[config.mk]
export PLATFORM = sky130hd
export DESIGN_NAME = centroid_track_flat
export DESIGN_NICKNAME = d
export VERILOG_FILES = /design/src/rtl/colordetect_pkg.sv /design/src/rtl/centroid_track_if.sv /design/src/rtl/seq_div.sv /design/src/rtl/centroid_track.sv /design/src/flat_wrapper.sv
export SDC_FILE = /design/constraint.sdc
export NUM_CORES = 1
export LEC_CHECK = 0
export BUFFER_PORTS_ARGS = -buffer_cell sky130_fd_sc_hd__buf_2
export CAP_MARGIN = 40
export CORE_UTILIZATION = 62
export CTS_BUF_LIST = sky130_fd_sc_hd__clkbuf_4 sky130_fd_sc_hd__clkbuf_8
export DETAILED_ROUTE_END_ITERATION = 16
export PLACE_DENSITY = 0.79
export SYNTH_ARGS = -nofsm -noshare
export SYNTH_HDL_FRONTEND = slang
export SYNTH_SLANG_ARGS = --single-unit
[constraint.sdc]
create_clock -name PCLK -period 9.4 [get_ports PCLK]
set_input_delay 1.88 -clock PCLK [delete_from_list [all_inputs] [get_ports PCLK]]
set_output_delay 1.88 -clock PCLK [all_outputs]
set_load 0.05 [all_outputs]
[src/rtl/colordetect_pkg.sv]
// Shared widths, reset defaults and state encoding for the ColorDetect pipeline.
package colordetect_pkg;

    localparam int H_W        = 12;
    localparam int V_W        = 11;
    localparam int WEIGHT_W   = 4;
    localparam int INIT_H_DEF = 320;
    localparam int INIT_V_DEF = 240;

    typedef enum logic [1:0] {
        S_IDLE,
        S_DIV,
        S_OUT
    } track_state_t;

endpackage

[src/rtl/centroid_track_if.sv]
// Video timing, pixel weight and tracked-centre signals between the weighting stage and centroid_track.
interface centroid_track_if;
    import colordetect_pkg::*;

    logic [H_W-1:0]      VtcHCnt;
    logic [V_W-1:0]      VtcVCnt;
    logic                VtcVde;
    logic                VtcVs;
    logic                match;
    logic [WEIGHT_W-1:0] weight;
    logic [H_W-1:0]      center_h;
    logic [V_W-1:0]      center_v;
    logic                found;
    logic                valid;

    modport master (
        output VtcHCnt, VtcVCnt, VtcVde, VtcVs, match, weight,
        input  center_h, center_v, found, valid
    );

    modport slave (
        input  VtcHCnt, VtcVCnt, VtcVde, VtcVs, match, weight,
        output center_h, center_v, found, valid
    );

endinterface

[src/rtl/seq_div.sv]
// Unsigned restoring divider, one quotient bit per clock; operands are captured on start.
module seq_div #(
    parameter int N = 38,
    parameter int D = 26,
    parameter int Q = 12
) (
    input  logic         clk,
    input  logic         rst_n,
    input  logic         start,
    input  logic [N-1:0] dividend,
    input  logic [D-1:0] divisor,
    output logic [Q-1:0] quotient,
    output logic         done,
    output logic         busy
);
    localparam int CW = $clog2(N + 1);

    logic [D-1:0]  rem;
    logic [N-1:0]  quo;
    logic [D-1:0]  dsr;
    logic [CW-1:0] count;
    logic [D:0]    shifted;
    logic          fits;

    // quo starts as the dividend and is shifted left, quotient bits entering at the bottom
    assign shifted = {rem, quo[N-1]};
    assign fits    = shifted >= {1'b0, dsr};

    always_ff @(posedge clk or negedge rst_n) begin
        if (!rst_n) begin
            rem   <= '0;
            quo   <= '0;
            dsr   <= '0;
            count <= '0;
        end else if (start) begin
            rem   <= '0;
            quo   <= dividend;
            dsr   <= divisor;
            count <= CW'(N);
        end else if (busy) begin
            count <= count - CW'(1);
            rem   <= fits ? D'(shifted - {1'b0, dsr}) : shifted[D-1:0];
            quo   <= {quo[N-2:0], fits};
        end
    end

    // done flags the cycle whose closing edge writes the final quotient bit
    assign busy     = (count != '0);
    assign done     = (count == CW'(1));
    assign quotient = quo[Q-1:0];

endmodule

[src/rtl/centroid_track.sv]
// Accumulates weighted pixel coordinates over a frame and divides at each vsync edge
// to produce the tracked centre fed back to the weighting stage.
module centroid_track
    import colordetect_pkg::*;
#(
    parameter int SUM_W  = 26,
    parameter int INIT_H = INIT_H_DEF,
    parameter int INIT_V = INIT_V_DEF,
    parameter int MIN_W  = 64,
    parameter bit VS_POL = 1'b1
) (
    input  logic PCLK,
    input  logic RST_N,
    centroid_track_if.slave vid
);
    localparam int XW = SUM_W + H_W;
    localparam int YW = SUM_W + V_W;
    localparam logic [SUM_W-1:0] MIN_SUM = SUM_W'(MIN_W);

    logic [H_W-1:0]   h_d;
    logic [V_W-1:0]   v_d;
    logic             vde_d;
    logic             match_d;
    logic             vs_q;
    logic             vs_prev;
    logic [SUM_W-1:0] acc_w;
    logic [XW-1:0]    acc_x;
    logic [YW-1:0]    acc_y;
    logic [SUM_W-1:0] w_term;
    logic [XW-1:0]    x_term;
    logic [YW-1:0]    y_term;
    logic             pix_ok;
    logic             frame_edge;
    logic             div_go;
    logic             busy_x;
    logic             busy_y;
    logic             done_x;
    logic             done_y;
    logic [H_W-1:0]   quo_x;
    logic [V_W-1:0]   quo_y;
    track_state_t     state;
    logic             divided;

    // Timing and match are pushed one stage so they line up with the registered weight
    always_ff @(posedge PCLK or negedge RST_N) begin
        if (!RST_N) begin
            h_d     <= '0;
            v_d     <= '0;
            vde_d   <= 1'b0;
            match_d <= 1'b0;
            vs_q    <= 1'b0;
            vs_prev <= 1'b0;
        end else begin
            h_d     <= vid.VtcHCnt;
            v_d     <= vid.VtcVCnt;
            vde_d   <= vid.VtcVde;
            match_d <= vid.match;
            vs_q    <= vid.VtcVs;
            vs_prev <= vs_q;
        end
    end

    assign pix_ok     = vde_d & match_d;
    assign frame_edge = (vs_q == VS_POL) && (vs_prev != VS_POL);
    assign w_term     = SUM_W'(vid.weight);
    assign x_term     = XW'(vid.weight) * XW'(h_d);
    assign y_term     = YW'(vid.weight) * YW'(v_d);

    // On the edge cycle the old sums go to the dividers and any pixel starts the new frame
    always_ff @(posedge PCLK or negedge RST_N) begin
        if (!RST_N) begin
            acc_w <= '0;
            acc_x <= '0;
            acc_y <= '0;
        end else if (frame_edge) begin
            acc_w <= pix_ok ? w_term : '0;
            acc_x <= pix_ok ? x_term : '0;
            acc_y <= pix_ok ? y_term : '0;
        end else if (pix_ok) begin
            acc_w <= acc_w + w_term;
            acc_x <= acc_x + x_term;
            acc_y <= acc_y + y_term;
        end
    end

    assign div_go = (state == S_IDLE) && frame_edge && (acc_w >= MIN_SUM) && !(busy_x || busy_y);

    // Both dividers use the same dividend width so they finish on the same cycle
    seq_div #(.N(XW), .D(SUM_W), .Q(H_W)) u_div_x (
        .clk      (PCLK),
        .rst_n    (RST_N),
        .start    (div_go),
        .dividend (acc_x),
        .divisor  (acc_w),
        .quotient (quo_x),
        .done     (done_x),
        .busy     (busy_x)
    );

    seq_div #(.N(XW), .D(SUM_W), .Q(V_W)) u_div_y (
        .clk      (PCLK),
        .rst_n    (RST_N),
        .start    (div_go),
        .dividend (XW'(acc_y)),
        .divisor  (acc_w),
        .quotient (quo_y),
        .done     (done_y),
        .busy     (busy_y)
    );

    // Edges arriving outside S_IDLE are ignored here; only the accumulators react to them
    always_ff @(posedge PCLK or negedge RST_N) begin
        if (!RST_N) begin
            state        <= S_IDLE;
            divided      <= 1'b0;
            vid.valid    <= 1'b0;
            vid.found    <= 1'b0;
            vid.center_h <= H_W'(INIT_H);
            vid.center_v <= V_W'(INIT_V);
        end else begin
            vid.valid <= 1'b0;
            unique case (state)
                S_IDLE: begin
                    if (frame_edge) begin
                        divided <= div_go;
                        state   <= div_go ? S_DIV : S_OUT;
                    end
                end
                S_DIV: begin
                    if (done_x && done_y) begin
                        state <= S_OUT;
                    end
                end
                S_OUT: begin
                    vid.valid <= 1'b1;
                    vid.found <= divided;
                    if (divided) begin
                        vid.center_h <= quo_x;
                        vid.center_v <= quo_y;
                    end
                    state <= S_IDLE;
                end
                default: state <= S_IDLE;
            endcase
        end
    end

endmodule

[src/flat_wrapper.sv]
// flat-port wrapper written by rule: the top's interface ports become plain ports
module centroid_track_flat import colordetect_pkg::*;
#(
    parameter int SUM_W  = 26,
    parameter int INIT_H = INIT_H_DEF,
    parameter int INIT_V = INIT_V_DEF,
    parameter int MIN_W  = 64,
    parameter bit VS_POL = 1'b1
)
  (PCLK, RST_N, vid_VtcHCnt, vid_VtcVCnt, vid_VtcVde, vid_VtcVs, vid_match, vid_weight, vid_center_h, vid_center_v, vid_found, vid_valid);
  centroid_track_if vid_i ();
  input  logic PCLK;
  input  logic RST_N;
  input wire logic [$bits(vid_i.VtcHCnt)-1:0] vid_VtcHCnt;
  input wire logic [$bits(vid_i.VtcVCnt)-1:0] vid_VtcVCnt;
  input wire logic [$bits(vid_i.VtcVde)-1:0] vid_VtcVde;
  input wire logic [$bits(vid_i.VtcVs)-1:0] vid_VtcVs;
  input wire logic [$bits(vid_i.match)-1:0] vid_match;
  input wire logic [$bits(vid_i.weight)-1:0] vid_weight;
  output wire logic [$bits(vid_i.center_h)-1:0] vid_center_h;
  output wire logic [$bits(vid_i.center_v)-1:0] vid_center_v;
  output wire logic [$bits(vid_i.found)-1:0] vid_found;
  output wire logic [$bits(vid_i.valid)-1:0] vid_valid;
  assign vid_i.VtcHCnt = vid_VtcHCnt;
  assign vid_i.VtcVCnt = vid_VtcVCnt;
  assign vid_i.VtcVde = vid_VtcVde;
  assign vid_i.VtcVs = vid_VtcVs;
  assign vid_i.match = vid_match;
  assign vid_i.weight = vid_weight;
  assign vid_center_h = vid_i.center_h;
  assign vid_center_v = vid_i.center_v;
  assign vid_found = vid_i.found;
  assign vid_valid = vid_i.valid;
  centroid_track #(.SUM_W(SUM_W), .INIT_H(INIT_H), .INIT_V(INIT_V), .MIN_W(MIN_W), .VS_POL(VS_POL)) u_core (.PCLK(PCLK), .RST_N(RST_N), .vid(vid_i));
endmodule
==> reports/metrics.yaml, run 1 <==
run_status: "complete, no violations"
worst_clock_skew_ns: 0.0201
postSynthNetCount: 2474
cp_data_arrival_time_ns: 7.43
grt_setup_unrepaired: "false"
tightestPinTransition_ns: 0.948
final.min_clock_period_ns: 6.96
final.setup.tns_ns: 0
detail_route_antenna_nets: 0
design_area_um2: 22500
global_route.overflow_total: 0
layout-drive-gt1-share_pct: 10.6
number_of_placed_i_o_pins: 57
synthesis.area_per_instance_um2: 9.02
grt_antenna_before_repair: 0
clkTransAtPathRegs_ns: 0.06
detail_route.wirelength_um: 47000
fmaxAchievable_mhz: 144
mostFrequentLayoutCell: "nand2_1"
number_of_hold_violations_in_the_final_report: 0
synth.yosys.seq_area_share_pct: 39.4
core-area_um2: 32500
post_synth_mux_area_share_pct: 2.25
setup.worst_path.end_class: "flop"
cts_setup_buffers: 0
pwr_density_cell_nw_per_um2: 304
finish_stage_setup_viols: 0
synthTopCellsByArea: "dfrtp_1, ha_1, nand2_1"
hold-worst-slack_ns: 0.410
post_synthesis_cells: 2267
drt_first_iter_violations: 1199
synth_compound_gate_area_share_pct: 16.7
worst-path-max-fanout: 25
cts-htree-levels: 2
ys_async_sr_fraction_pct: 100
clk-insertion-delay-late_ns: 0.63
critical_path_class: "input pin to flop"
worst_slew_margin_rel_pct: 36.6
synth_top_family_by_area: "simple AND/OR/NAND/NOR gates"
share_seq_of_total_power_pct: 30.7
placed_area_um2: 21200
grt_max_degree: 157
synth_enable_flop_cells: 0
post-route-period-util_pct: 74.0
dr_total_vias: 16600
timing_max_transition_violations_final: 0
cts_hold_buffers: 0
fp.dieArea_um2: 33700
cts_sinks: 322
grt_first_pass_wirelength_um: 79300
post_cts_resize_count: 0
worst_vdd_rail_ir_drop_uv: 200
average_vias_per_placed_instance: 5.94
synth_fa_ha_area_share_pct: 12.3
grtUsageTotal_pct: 28.9
clock_buffer_count_from_cts: 57
avgRoutedWirePerCell_um: 16.8
synthesis.yosys.warnings: 0
port_buffers: 56
synth_top_flop_cell: "dfrtp_1"
post_synth_num_cell_types: 77
die_height_um: 184
post-route-worst-setup-slack_ns: 2.44
leakage_nw: 10.6
finalWeightedCongestion: 0.928
p_switching_mw: 2.73
nFillCells: 2584
synth.top_cell.area_share_pct: 38.6
layout.cells.most_common_list: "nand2_1, dfrtp_1, a21oi_1"
area_share_of_xor_xnor_cells_in_the_synthesized_design_pct: 6.16
clock_power_share_pct: 22.1
vias_in_the_first_global_route: 16500
drt_pass1_iterations: 7
synth-simple-area-share_pct: 18.7
synth.cell_area_um2: 20500
die-width_um: 184
finalPower_mw: 6.85
synth_largest_area_cell: "dfrtp_1"
comb_power_share_pct: 47.1
max_cap_viol_count: 0
timing.critical_path.from_type: "input pin"
postSynthRegisterBits: 322
crit_required_ns: 9.88
placementRows: 66
antenna_cells: 0
power.share.switching_pct: 39.9
cell_internal_pwr_mw: 4.12
dpl.hpwl_um: 32600
dp_worst_setup_slack_ns: 1.85
buffer_depth_of_the_longest_clock_path: 3
design.final.nets: 2516
start_util_pct: 62.9
tritoncts_clock_tree: "done"
root_buffer: "clkbuf_8"
worstHoldPathType: "flop to flop"
area_growth_syn_to_layout_pct: 10.1
drc: 0
[power by group through the flow]
stage	combinational, mW	clock, mW	sequential [mW]
final	3.23	1.52	2.11
after global placement	3.03	0	2.10
after CTS	3.21	1.54	2.10
after detailed placement	3.18	0	2.12
after global routing	3.63	1.61	2.15
after floorplan	2.55	0	2.04
[layout make-up]
type	instances	area, um^2	share of cell area, %
multi-input cells	1718	11500	51.2
flip-flops and latches	322	8070	35.8
clock buffers	90	1130	5.03
well taps	442	553	2.46
repair buffers	80	539	2.39
inverters	130	488	2.17
clock inverters	13	215	0.955
[per-stage QoR]
step	std cells	utilization (%)
2_1_floorplan	2267	-
3_5_place_dp	2692	65.1
5_1_grt	2795	69.2
6_report	2795	69.2
3_3_place_gp	2685	64.7
4_1_cts	2795	69.2
[metal layers]
metal | track usage [%] | vias up | wire, um
li1 | - | 7930 | -
met1 | 38.2 | 8114 | 20900
met2 | 47.1 | 446 | 21800
met3 | 5.80 | 107 | 2880
met4 | 10.9 | 0 | 1410
met5 | 0 | - | 0
[cells in the mapped netlist (13+ instances only)]
library cell	n
clkbuf_1	69
nor2_1	136
inv_1	130
nand3_1	89
nand2_1	356
a22oi_1	76
dfrtp_1	316
fa_1	43
nor2b_1	13
mux2i_1	19
a21oi_1	155
or3_1	18
mux2_2	24
and3_1	16
xor2_1	47
o21ai_0	115
nand2b_1	18
xnor2_1	97
nand4_1	16
o21a_1	16
and2_1	73
ha_1	132
buf_2	15
a21o_1	41
o21bai_1	16
nor3_1	45
[path summary, 6_finish.rpt]
path | slack [ns] | cells after the start | from | to
worst min-delay path | 0.41 | 0 | u_core.vs_q | u_core.vs_prev
worst min register to register | 0.41 | 0 | u_core.vs_q | u_core.vs_prev
max in group asynchronous | 6.73 | 2 | RST_N | u_core.acc_y[9]
min in group asynchronous | 1.28 | 1 | RST_N | u_core.u_div_x.quo[29]
worst max-delay path | 2.44 | 22 | vid_weight[2] | u_core.acc_x[19]
worst max register to register | 3.72 | 21 | u_core.h_d[0] | u_core.acc_x[19]
[cells by family (layout without fill, tap and decap cells)]
kind of cell,after synthesis,in the layout
flops,322,322
buf+inv,227,313
xor+xnor,144,144
fa+ha+maj,175,175
compound gates,532,532
simple gates,824,824
mux,43,43
[worst max-delay path: stages]
cell      delay (ns)
buf_2           0.34
nand2_1         0.14
fa_1            0.51
fa_1            0.54
inv_1           0.07
fa_1            0.47
a21o_1          0.20
a21oi_1         0.25
nor2_1          0.09
nor4_1          0.29
o21bai_1        0.16
xor2_1          0.21
ha_1            0.32
and4_1          0.20
and3_1          0.19
o211ai_1        0.10
o211ai_1        0.18
a31o_2          0.31
a21oi_2         0.53
nand3b_1        0.21
xor2_1          0.16
nor2_1          0.05
[sequential cells by signal, summed over array words and instances, names as in the netlist, 2 cells and up]
name                  flops
u_core.acc_x             38
u_core.u_div_x.quo       38
u_core.u_div_y.quo       38
u_core.acc_y             37
u_core.acc_w             26
u_core.u_div_x.dsr       26
u_core.u_div_x.rem       26
u_core.u_div_y.rem       26
u_core.h_d               12
u_core.vid.center_h      12
u_core.v_d               11
u_core.vid.center_v      11
u_core.u_div_x.count      6
u_core.u_div_y.count      6
u_core.state              2
Note: power is estimated with default switching activity, not from simulation.
==> run 2: changes to the inputs <==
--- a/config.mk
+++ b/config.mk
@@ -7,7 +7,7 @@
 export LEC_CHECK = 0
 export BUFFER_PORTS_ARGS = -buffer_cell sky130_fd_sc_hd__buf_2
 export CAP_MARGIN = 40
-export CORE_UTILIZATION = 62
+export CORE_UTILIZATION = 59
 export CTS_BUF_LIST = sky130_fd_sc_hd__clkbuf_4 sky130_fd_sc_hd__clkbuf_8
 export DETAILED_ROUTE_END_ITERATION = 16
 export PLACE_DENSITY = 0.79
==> constraint.sdc (replaced) <==
create_clock -name PCLK -period 5.65 [get_ports PCLK]
set_input_delay 1.13 -clock PCLK [delete_from_list [all_inputs] [get_ports PCLK]]
set_output_delay 1.13 -clock PCLK [all_outputs]
set_load 0.05 [all_outputs]
==> run 2 against run 1 <==
  * Routed wire length rose by 1.1%
  * Global-route usage is 1.5 points lower
  * Combinational power rose by 79%
  * Critical endpoint is now u_core.acc_y[21]
  * First-iteration DRC count down 0.75%
  * Flip-flop and latch count did not move
  * Clock power rose by 51%
==> reports/metrics.yaml, run 2 (synthesis results as in run 1) <==
timing.critical_path.from_type: "input pin"
p_switching_mw: 4.64  # +70%
cp_num_buf_inv: 6  # +4
drc: 0  # unchanged
hold-worst-slack_ns: 0.405  # -0.00510 ns
die_height_um: 188  # +2.5%
area_growth_syn_to_layout_pct: 13.4
drt_first_iter_violations: 1190  # -0.75%
wl_met2_um: 23200  # +6.4%
fmaxAchievable_mhz: 183
grtUsageTotal_pct: 27.5  # -1.5 points
number_of_placed_i_o_pins: 57  # unchanged
root_buffer: "clkbuf_8"
clock_power_share_pct: 19.9  # -2.2 points
worst_slew_margin_rel_pct: 36.6  # about the same
tightestPinTransition_ns: 0.951  # +0.00306 ns
comb_power_share_pct: 49.9  # +2.8 points
clkTransAtPathRegs_ns: 0.05  # about the same
finalPower_mw: 11.6  # +69%
crit_path_top_delay_cell: "fa_1"
die-width_um: 188  # +2.5%
avgRoutedWirePerCell_um: 16.5  # -2.1%
grt_first_pass_wirelength_um: 80500  # +1.5%
port_buffers: 56  # unchanged
crit_path_max_incr_delay_ns: 0.53  # about the same
hold_path.startpoint: "u_core.vs_q"
crit_required_ns: 6.13  # -3.75 ns
wl_met1_um: 20400  # -2.7%
setup.worst_path.end_class: "flop"
regToRegEndpoint: "u_core.acc_y[21]"
hold_depth: 0  # unchanged
finish_stage_setup_viols: 0  # unchanged
biggestRegsByFlops: "u_core.acc_x: 38 flops, u_core.u_div_x.quo: 38 flops, u_core.u_div_y.quo: 38 flops"
share_seq_of_total_power_pct: 30.2  # -0.5 points
cts-htree-levels: 2  # unchanged
routed-wl-met3_um: 2410  # -17%
layout-drive-gt1-share_pct: 14.5  # +3.9 points
leakage_nw: 11.0  # +3.6%
critical_path_class: "input pin to flop"
dpl.hpwl_um: 33400  # +2.4%
cp_data_arrival_time_ns: 5.94  # -1.49 ns
vias_in_the_first_global_route: 17100  # +4.0%
crit_family: "adder cells"
placementRows: 67  # +1.5%
timing_max_transition_violations_final: 0  # unchanged
pwr_density_cell_nw_per_um2: 500  # +64%
worst_clock_skew_ns: 0.0271  # +0.00698 ns
buffer_depth_of_the_longest_clock_path: 3  # unchanged
cp_num_cells: 23  # +4.5%
design.final.nets: 2603  # +3.5%
max_cap_viol_count: 0  # unchanged
fp.dieArea_um2: 35400  # +5.0%
layout.cells.most_common_list: "nand2_1, dfrtp_1, a21oi_1"
cts_hold_buffers: 0  # unchanged
tritoncts_clock_tree: "done"
mostFrequentLayoutCell: "nand2_1"
power.share.switching_pct: 40.0  # +0.086 points
startpoint: "vid_weight[3]"
number_of_hold_violations_in_the_final_report: 0  # unchanged
path_cells: "clkbuf_4, buf_4, and2_1, fa_1, inv_1, fa_1, inv_1, ha_1, or3_1, o211a_1, a41o_1, o41a_1, xor2_2, ha_1, buf_4, nor2b_1, o21ai_1, o311ai_2, a31oi_2, clkdlybuf4s15_2, nor3b_2, xnor2_1, nor2_1"
detail_route.wirelength_um: 47600  # +1.1%
antenna_cells: 0  # unchanged
core-area_um2: 33900  # +4.1%
worst_setup_path_endpoint: "u_core.acc_y[21]"
clk-insertion-delay-late_ns: 0.64  # about the same
worst-r2r-cell-count: 21  # unchanged
run_status: "complete, no violations"
global_route.overflow_total: 0  # unchanged
cts_sinks: 322  # unchanged
start_util_pct: 60.4  # -2.5 points
cell_internal_pwr_mw: 6.95  # +69%
worstHoldPathType: "flop to flop"
post-route-period-util_pct: 96.6
average_vias_per_placed_instance: 5.88  # -1.0%
worst_vdd_rail_ir_drop_uv: 326  # +63%
nFillCells: 2626  # +1.6%
timing.reg2reg.setup_slack_ns: 0.46  # -3.26 ns
grt_antenna_before_repair: 0  # unchanged
final.min_clock_period_ns: 5.46
worst-path-max-fanout: 12  # -52%
drt_pass1_iterations: 6  # -1
dr_total_vias: 17000  # +2.2%
grt_max_degree: 141  # -10%
detail_route_antenna_nets: 0  # unchanged
clock_buffer_count_from_cts: 56  # -1.8%
finalWeightedCongestion: 0.934  # +0.65%
top_signal_layer_used: "met4"
critical_path.reg2reg.startpoint: "u_core.v_d[3]"
-- run 2: worst min-delay path by stage --
stage                     endpoint
floorplan           u_core.vs_prev
global placement    u_core.vs_prev
detailed placement  u_core.vs_prev
CTS                 u_core.vs_prev
global route        u_core.vs_prev
finish              u_core.vs_prev
-- run 2: layer usage --
layer / global-route usage, % / vias to the layer above
met5: 0 / -
met4: 10.9 / 0
met3: 4.49 / 121
met2: 46.8 / 447
met1: 34.9 / 8287
li1: - / 8107
-- run 2: repair_timing --
| item | 4_1_cts | 5_1_grt |
|---|---|---|
| setup buffers | 0 | 2 |
| setup endpoints to repair | 0 | 36 |
| resized for setup | 0 | 13 |
-- run 2: cell type report --
| type | count | area (um^2) | share of cell area, % |
|---|---|---|---|
| tap | 448 | 561 | 2.42 |
| clock buffer | 93 | 1170 | 5.03 |
| sequential | 322 | 8070 | 34.8 |
| inverter | 130 | 488 | 2.10 |
| clock inverter | 7 | 67.6 | 0.291 |
| timing repair buffer | 168 | 1210 | 5.23 |
| multi-input combinational | 1718 | 11600 | 50.2 |
-- run 2: through the flow --
stage	instances	area [um^2]	worst slack (ns)	util, %	TNS (ns)
after floorplan	2267	20600	-0.0170	-	-0.170
after global placement	2780	21800	-0.302	64.4	-9.97
after detailed placement	2783	21900	-0.477	64.6	-16.78
after CTS	2883	23100	0.192	68.3	0
after global routing	2886	23200	-0.0664	68.5	-0.213
final	2886	23200	0.192	68.5	0
-- run 2: power groups by stage --
stage / Combinational (mW) / Clock [mW] / Sequential [mW]
5_1_grt: 6.48 / 2.45 / 3.58
3_5_place_dp: 5.68 / 0 / 3.52
2_1_floorplan: 4.26 / 0 / 3.40
6_report: 5.79 / 2.30 / 3.50
4_1_cts: 5.72 / 2.35 / 3.49
3_3_place_gp: 5.41 / 0 / 3.49
==> run 3: changes to the inputs <==
--- a/config.mk
+++ b/config.mk
@@ -10,7 +10,9 @@
 export CORE_UTILIZATION = 59
 export CTS_BUF_LIST = sky130_fd_sc_hd__clkbuf_4 sky130_fd_sc_hd__clkbuf_8
 export DETAILED_ROUTE_END_ITERATION = 16
+export GPL_TIMING_DRIVEN = 0
 export PLACE_DENSITY = 0.79
+export SETUP_SLACK_MARGIN = 0.5
 export SYNTH_ARGS = -nofsm -noshare
 export SYNTH_HDL_FRONTEND = slang
 export SYNTH_SLANG_ARGS = --single-unit
==> run 3 against run 2 <==
  * Register-to-register slack improved by 0.03 ns
  * Final cell count is 2.5% higher
  * Via count grew 6.8%
  * Non-clock buffer count grew 70
  * Critical path depth stayed put
  * Hold slack lost 0.00072 ns
  * Maximum frequency grew 0.43%
  * Total power up 6.4%
  * Sequential power rose by 1%
  * Count of clock-buffer cells in the layout fell by 4
  * Largest cell class unchanged
  * Largest power group unchanged
==> reports/metrics.yaml, run 3 (synthesis results as in run 1) <==
vias_in_the_first_global_route: 18100  # +5.6%
crit_path_max_incr_delay_ns: 0.54  # about the same
cpMostUsedCell: "buf_6"
layout.cells.most_common_list: "nand2_1, dfrtp_1, nor2_1"
critical_path_class: "input pin to flop"
grt_max_degree: 115  # -18%
average_vias_per_placed_instance: 6.13  # +4.2%
crit_required_ns: 6.17  # +0.04 ns
number_of_hold_violations_in_the_final_report: 0  # unchanged
leakage_nw: 11.4  # +4.2%
timing.critical_path.from_type: "input pin"
path_cells: "buf_12, clkbuf_16, buf_6, and2_4, fa_1, inv_1, fa_1, inv_2, ha_4, or3_1, o211a_1, a41o_1, o41a_1, xor2_2, ha_4, buf_4, nand3_2, o311ai_4, a31oi_4, buf_6, buf_6, or3_4, a21oi_2"
worst_vdd_rail_ir_drop_uv: 322  # -1.3%
power.share.switching_pct: 41.2  # +1.2 points
worstHoldPathType: "flop to flop"
pwr_density_cell_nw_per_um2: 504  # +0.89%
critical_path.reg2reg.startpoint: "u_core.h_d[3]"
cp_num_buf_inv: 8  # +2
worst-path-max-fanout: 5  # -7
buffer_depth_of_the_longest_clock_path: 3  # unchanged
number_of_placed_i_o_pins: 57  # unchanged
crit_path_top_delay_cell: "fa_1"
crit_family: "adder cells"
p_switching_mw: 5.08  # +9.6%
placementRows: 67  # unchanged
clk-insertion-delay-late_ns: 0.63  # about the same
timing_max_transition_violations_final: 0  # unchanged
cts-htree-levels: 2  # unchanged
grt_first_pass_wirelength_um: 89800  # +11%
drt_first_iter_violations: 1538  # +29%
start_util_pct: 60.4  # unchanged
dpl.hpwl_um: 38500  # +15%
max_cap_viol_count: 0  # unchanged
timing.reg2reg.setup_slack_ns: 0.49  # +0.03 ns
final.setup.tns_ns: 0  # unchanged
mostFrequentLayoutCell: "nand2_1"
core-area_um2: 33900  # unchanged
layout-drive-gt1-share_pct: 18.3  # +3.8 points
area_growth_syn_to_layout_pct: 19.6
post-route-period-util_pct: 96.2  # -0.41 points
antenna_cells: 0  # unchanged
dr_total_vias: 18100  # +6.8%
die_height_um: 188  # unchanged
comb_power_share_pct: 51.7  # +1.8 points
utilization_pct: 72.3  # +3.8 points
design.final.nets: 2671  # +2.6%
drc: 0  # unchanged
detail_route_antenna_nets: 0  # unchanged
tightestPinTransition_ns: 0.938  # -0.0128 ns
global_route.overflow_total: 0  # unchanged
run_status: "complete, no violations"
root_buffer: "clkbuf_8"
setup.worst_path.end_class: "flop"
clkTransAtPathRegs_ns: 0.06  # about the same
cp_data_arrival_time_ns: 5.95  # about the same
tritoncts_clock_tree: "done"
finalWeightedCongestion: 0.946  # +1.3%
grtUsageTotal_pct: 31.5  # +4.1 points
clock_power_share_pct: 19.6  # -0.3 points
worst-r2r-cell-count: 24  # +14%
regToRegEndpoint: "u_core.acc_x[19]"
hold_depth: 0  # unchanged
final.min_clock_period_ns: 5.43  # -0.0234 ns
cts_hold_buffers: 0  # unchanged
die-width_um: 188  # unchanged
biggestRegsByFlops: "u_core.acc_x: 38 flops, u_core.u_div_x.quo: 38 flops, u_core.u_div_y.quo: 38 flops"
finish_stage_setup_viols: 0  # unchanged
cts_sinks: 322  # unchanged
drt_pass1_iterations: 7  # +1
detail_route.wirelength_um: 57200  # +20%
worstHoldEndpoint: "u_core.vs_prev"
clock_buffer_count_from_cts: 54  # -3.6%
share_seq_of_total_power_pct: 28.7  # -1.5 points
fmaxAchievable_mhz: 184  # +0.43%
fp.dieArea_um2: 35400  # unchanged
grt_setup_unrepaired: "true"
port_buffers: 56  # unchanged
cell_internal_pwr_mw: 7.26  # +4.4%
worst_slew_margin_rel_pct: 37.4  # +0.85 points
grt_antenna_before_repair: 0  # unchanged
worst_clock_skew_ns: 0.0309  # +0.00389 ns
hold_path.startpoint: "u_core.vs_q"
avgRoutedWirePerCell_um: 19.4  # +17%
finalPower_mw: 12.3  # +6.4%
[run 3: cell count changes in the layout (fill, tap and decap cells not counted), moves of 10 or more]
cell and change:
a21oi_2 +18, clkbuf_1 +59, buf_2 +13, ha_1 -13
buf_6 +25, o21ai_0 -10, a21oi_1 -29, buf_4 -46
a21oi_4 +11, ha_4 +13
[run 3: how the worst max path moves through the flow]
stage / startpoint / to / slack (ns) / cells after the start
3_5_place_dp: vid_weight[1] / u_core.acc_x[19] / -0.82 / 22
2_1_floorplan: vid_weight[1] / u_core.acc_x[19] / 0.11 / 24
5_1_grt: vid_weight[1] / u_core.acc_y[33] / 0.08 / 23
6_report: vid_weight[1] / u_core.acc_y[27] / 0.22 / 23
4_1_cts: vid_weight[1] / u_core.acc_y[17] / 0.37 / 27
3_3_place_gp: RST_N / u_core.acc_y[21] / -2.64 / 1
[run 3: power by group through the flow]
stage / combinational [mW] / sequential, mW / clock, mW
after CTS: 5.88 / 3.51 / 2.45
after floorplan: 4.32 / 3.40 / 0
final: 6.38 / 3.54 / 2.42
after detailed placement: 5.41 / 3.53 / 0
after global routing: 7.00 / 3.60 / 2.54
after global placement: 5.18 / 3.50 / 0
[run 3: per-layer routing]
layer	vias up	share of wire (%)	global-route usage (%)	routed length, um
met1	8905	40	39.1	23100
met5	-	0	0	0
met2	751	49	53.1	27800
met3	193	5.9	4.73	3390
met4	0	5.1	17.0	2930
li1	8268	-	-	-
[run 3: repair_timing]
item | in CTS | in global routing
gates resized for setup | 93 | 93
setup endpoints to repair | 50 | 51
cloned | 7 | 0
setup buffers | 55 | 19
pin swaps | 72 | 79
[run 3: area by class of cell]
class,instances,area (um^2)
multi-input combinational,1718,12400
clock buffer,89,1110
timing repair buffer,141,1100
sequential,322,8070
buffer,97,554
clock inverter,12,168
fill,2386,9390
tap,448,561
inverter,130,488
[run 3: per-stage QoR]
stage / instances / worst slack (ns) / hold WS, ns / area (um^2)
2_1_floorplan: 2267 / 0.113 / 0.368 / 20700
3_3_place_gp: 2771 / -2.64 / 0.381 / 21600
3_5_place_dp: 2775 / -0.822 / 0.380 / 21700
4_1_cts: 2938 / 0.369 / 0.395 / 23900
5_1_grt: 2957 / 0.0848 / 0.405 / 24500
6_report: 2957 / 0.216 / 0.404 / 24500
